$ cat src/rtl/j_stlatch_bank.sv
// j_stlatch_bank: bank of addressed hold latches, direct or shadow+commit, with sticky update flags
module j_stlatch_bank #(
  parameter int WIDTH = 16,
  parameter int NCH = 4,
  parameter int ADDR_W = 2,
  parameter int DBUF = 0,
  parameter logic [WIDTH-1:0] RESET_VAL = '0
) (
  input  logic                 clk,
  input  logic                 resl,
  input  logic                 wr_en,
  input  logic [ADDR_W-1:0]    wr_addr,
  input  logic [WIDTH-1:0]     wr_data,
  input  logic                 load,
  input  logic [ADDR_W-1:0]    rd_addr,
  output logic [WIDTH-1:0]     rd_data,
  output logic [NCH*WIDTH-1:0] q,
  output logic [NCH-1:0]       pending,
  output logic [NCH-1:0]       dirty,
  input  logic [NCH-1:0]       clr_dirty
);
  for (genvar c = 0; c < NCH; c++) begin : g_ch
    logic [WIDTH-1:0] act, shd;
    logic pnd, drt, hit, commit;
    // gating with resl keeps the transparent path at RESET_VAL while in reset
    assign hit = resl && wr_en && wr_addr == ADDR_W'(c);
    assign commit = (DBUF != 0) ? load && (pnd || hit) : hit;
    always_ff @(posedge clk or negedge resl)
      if (!resl) begin
        act <= RESET_VAL;
        shd <= RESET_VAL;
        pnd <= 1'b0;
        drt <= 1'b0;
      end else begin
        if (commit) act <= (DBUF != 0 && !hit) ? shd : wr_data;
        if (hit) shd <= wr_data;
        pnd <= (DBUF != 0) && !load && (pnd || hit);
        drt <= commit || (drt && !clr_dirty[c]);
      end
    assign q[c*WIDTH +: WIDTH] = (DBUF == 0 && hit) ? wr_data : act;
    assign pending[c] = pnd;
    assign dirty[c] = drt;
  end
  always_comb begin
    rd_data = '0;
    for (int i = 0; i < NCH; i++)
      if (rd_addr == ADDR_W'(i)) rd_data = q[i*WIDTH +: WIDTH];
  end
endmodule

$ cat config.mk
export PLATFORM = sky130hd
export DESIGN_NAME = j_stlatch_bank
export DESIGN_NICKNAME = d
export VERILOG_FILES = /design/src/rtl/j_stlatch_bank.sv
export SDC_FILE = /design/constraint.sdc
export NUM_CORES = 1
export LEC_CHECK = 0
export ABC_AREA = 1
export CAP_MARGIN = 20
export CORE_UTILIZATION = 47
export DETAILED_ROUTE_END_ITERATION = 8
export GPL_TIMING_DRIVEN = 0
export PLACE_DENSITY = 0.8
export SLEW_MARGIN = 40
export SYNTH_ARGS = -nofsm -noshare
export SYNTH_HDL_FRONTEND = slang
export SYNTH_SLANG_ARGS = --single-unit
export TNS_END_PERCENT = 30
$ cat constraint.sdc
create_clock -name clk -period 1.3 [get_ports clk]
set_input_delay 0.13 -clock clk [delete_from_list [all_inputs] [get_ports clk]]
set_output_delay 0.13 -clock clk [all_outputs]
set_load 0.02 [all_outputs]
# --- Yosys cells after proc, flatten, opt, wreduce, memory -nomap -nowiden ---
# Index checks and enable logic that the tools add are counted.
totals:
  input_bits: 28
  output_inout_bits: 88
  register_bits: 68
  elab_cells: 41
op_classes:
  eq_ne: 6
  reduce_logical: 19
  n_mux: 8
op_table:
  columns: ["operator", "n"]
  rows:
  - ["$mux W16", 8]
  - ["$logic_and A1 B1 Y1", 9]
  - ["$eq A2 B2 Y1 const B", 4]
  - ["$eq A2 B1 Y1 const B", 2]
  - ["$logic_not A1 Y1", 4]
  - ["$logic_not A2 Y1", 2]
  - ["$logic_or A1 B1 Y1", 4]

# --- Longest topological paths before layout ---
depth:
  depth_word: 7
  mapped_depth: 7
  depth_no_buf: 6

# --- Worst setup path before layout ---
# OpenSTA, ideal clock, no wires.
synth_timing:
  kind: "input port to output port"
  from: "input resl"
  to: "output rd_data[1]"
  arrival_time_ns: 1.051
  required_ns: 1.170
  setup_slack_ns: 0.119
  path_buffers: 2
  stages: 7
  path_cell_list: "nand2_2 > inv_4 > buf_4 > buf_4 > nand3_1 > nand3_1 > nand4_1"
synth_between:
  elab_chain_len: 7
  elab_cells_between_ends: 13
  cone_classes: "mux: 8; reduce/logical: 5"
synth_rtl:
  columns: ["element", "line", "source"]
  rows:
  - ["start: declaration", "10", "input logic resl,"]
  - ["$logic_and A1 B1 Y1 *", "26", "assign hit = resl && wr_en && wr_addr == ADDR_W'(c);"]
  - ["$logic_and A1 B1 Y1", "26", null]
  - ["$mux W16", "40", "assign q[c*WIDTH +: WIDTH] = (DBUF == 0 && hit) ? wr_data : act;"]
  - ["$mux W16 (3 in series)", "47", "if (rd_addr == ADDR_W'(i)) rd_data = q[i*WIDTH +: WIDTH];"]
  - ["$mux W16 *", "47", null]
  - ["end: declaration", "16", "output logic [WIDTH-1:0] rd_data,"]
# Mark *: on every way between the ends. The rest lies on a longest branch, timed or not.

# --- Final worst setup path ---
layout_timing:
  from: "register g_ch[3].act[3]"
  to: "output rd_data[3]"
layout_between:
  elab_chain_len: 2
layout_rtl:
  columns: ["element", "line", "source"]
  rows:
  - ["start: declaration", "23", "logic [WIDTH-1:0] act, shd;"]
  - ["start signal: assignment", "35", "if (commit) act <= (DBUF != 0 && !hit) ? shd : wr_data;"]
  - ["$mux W16", null, null]
  - ["$mux W16", "47", null]
# Every way passes these cells.

==> results.json <==
{
  "drt-pass1-iter-count": 7,
  "gp_congestion": 0.8659,
  "skew_ns": 0,
  "fin_crit_ns": 1.424,
  "num_antenna_cells": 0,
  "drt-initial-drc-count": 420,
  "fmax_mhz": 702.5,
  "min_path_type": "in2reg",
  "die_area_sq_um": 8309,
  "critPathSlowestCell": "dfrtp_1",
  "crit_type": "reg2out",
  "cts.sinks": 68,
  "fin_crit_sh_pct": 109.5,
  "cts_root_buf": "clkbuf_8",
  "grt_pass1_vias": 4156,
  "ir_drop_uv": 967.3,
  "vias": 4302,
  "cts_buffers": 9,
  "slew_violations": 0,
  "drive_above_1_share_pct": 46.76,
  "drc": 0,
  "routed_wirelength_um": 15290,
  "io_buffers": 110,
  "p_per_area_nw_per_um2": 1288,
  "fp-row-count": 32,
  "seqCellArea_sq_um": 1702,
  "final_common_cell": "nand3_1",
  "dieHeight_um": 91.16,
  "clkTransAtPathRegs_ns": 0.08,
  "vias_per_cell": 5.736,
  "die_x_um": 91.16,
  "ys_seq_elements": 68,
  "syn_area_per_cell_sq_um": 7.865,
  "synth_cell_types": 19,
  "cp.arrival_ns": 1.29,
  "crit_path_max_incr_delay_ns": 0.39,
  "cp-end-kind": "primary output",
  "fin_total_pwr_uw": 7792,
  "io_pins": 116,
  "syn_area_sq_um": 3736,
  "cp_data_required_time_ns": 1.17,
  "worst_setup_path_start_kind": "flip-flop",
  "whs_ns": 0.2810,
  "grt_pass1_wl_um": 21040,
  "insertion_delay_ns": 0.35,
  "crit_path_max_fanout": 2,
  "clockBufferDepth": 2,
  "setup_viol": 41,
  "fillers": 479,
  "ys_seq_area_share_pct": 45.55,
  "layout_setup_ws_ns": -0.1236,
  "violations": "negative setup slack",
  "ant_nets": 0,
  "syn_inst": 475,
  "antenna_found_initial": 0,
  "power.leakage_uw": 0.002977,
  "core_area_sq_um": 7687,
  "grt_usage_pct": 33.23,
  "hold_viol": 0,
  "finalNetCount": 671,
  "grt_max_degree": 39,
  "gr-total-overflow": 0,
  "cts_tree": "yes",
  "multi_input_area_sq_um": 1893,
  "final_cell_mix": "nand3_1 (77), dfrtp_1 (68), inv_1 (59), buf_4 (59), nand2_1 (50)",
  "maxCapViolCount": 0,
  "htree_levels": 3,
  "cp_cell_sequence": "inv_1 > nand2_2 > nand3_2 > nand4_1 > buf_4",
  "fin_setup_tns_ns": -1.392,
  "rsz0062_at_grt": "yes",
  "initial_core_util_pct": 48.60,
  "hpwl_um": 7610,
  "yosys_warnings": 0,
  "wire_per_inst_um": 20.38,
  "status": "finished with violations",
  "syn2layout_area_growth_pct": 61.89
}
[worst paths after layout]
| path | from | to | slack (ns) | cells past startpoint |
|---|---|---|---|---|
| min in group asynchronous | resl | g_ch[1].act[8]$_DFF_PN0_ | 0.29 | 3 |
| max | g_ch[3].act[3]$_DFF_PN0_ | rd_data[3] | -0.12 | 5 |
| min reg2reg | g_ch[3].drt$_DFF_PN0_ | g_ch[3].drt$_DFF_PN0_ | 0.54 | 2 |
| max in group asynchronous | resl | g_ch[0].act[0]$_DFF_PN0_ | 0.47 | 3 |
| min | wr_addr[0] | g_ch[2].drt$_DFF_PN0_ | 0.28 | 5 |
| max reg2reg | g_ch[3].act[3]$_DFF_PN0_ | g_ch[3].act[3]$_DFF_PN0_ | 0.44 | 3 |
[cell usage after synthesis (all sizes together)]
| cell | count | area, sq um |
|---|---|---|
| o21ai | 4 | 20.02 |
| nor2 | 7 | 51.30 |
| dfrtp | 68 | 1702 |
| buf | 25 | 195.2 |
| nand2 | 87 | 359.1 |
| nand3 | 112 | 560.5 |
| and2 | 64 | 400.4 |
| nand4 | 16 | 100.1 |
| inv | 91 | 344.1 |
| conb | 1 | 3.750 |
[sequential cells by signal, summed over array words and instances (netlist names)]
name      flops
g_ch.act     64
g_ch.drt      4
[kinds of logic (layout without fill, tap and decap cells)]
kind of cell           count (synthesis)  count (layout)  synth area share, %
DFF                                   68              68                45.55
AOI/OAI and AO/OA                      4               4               0.5359
and+or+nand+nor                      286             286                39.38
buffers and inverters                116             286                14.43
other                                  1               4               0.1004
[repair_timing]
item | 4_1_cts | 5_1_grt
setup endpoints to repair | 132 | 72
setup buffers | 24 | 8
resized for setup | 452 | 143
hold endpoints to repair | 30 | 16
cloned | 8 | 2
hold buffers | 2 | 1
pin swaps | 30 | 27
[metrics by stage]
stage          util (%)  worst slack (ns)  area, sq um  std cells
3_5_place_dp      65.01            -1.252         4997        691
6_report          78.68           -0.1236         6048        750
4_1_cts           72.12          -0.03337         5544        740
2_1_floorplan         -            0.1190         3747        478
3_3_place_gp      64.73            -3.769         4976        690
5_1_grt           78.68           -0.1579         6048        750
[critical path, delay by kind of cell, from the launching register on]
family / cells / cell delay [ns]
AND/OR/NAND/NOR: 3 / 0.28
buffers and inverters: 2 / 0.28
flip-flops: 1 / 0.39
[metal layers]
metal,global-route usage (%),share of wire [%]
met4,19.31,5.8
met3,6.114,11
met2,54.67,48
met1,40.86,36
met5,0,0
[where the power goes]
group          internal (uW)  total, uW  switching [uW]
registers               2490       2630             138
clock network            986       1860             871
logic                   1380       3310            1930
[layout make-up]
class                      instances  share of cell area [%]
tap                              102                   2.110
sequential                        68                   28.13
buffer                            24                   4.613
multi-input combinational        294                   31.30
clock inverter                     4                  0.7861
clock buffer                      12                   2.565
timing repair buffer             155                   24.60
inverter                          91                   5.896
(Power assumes the default switching activity.)
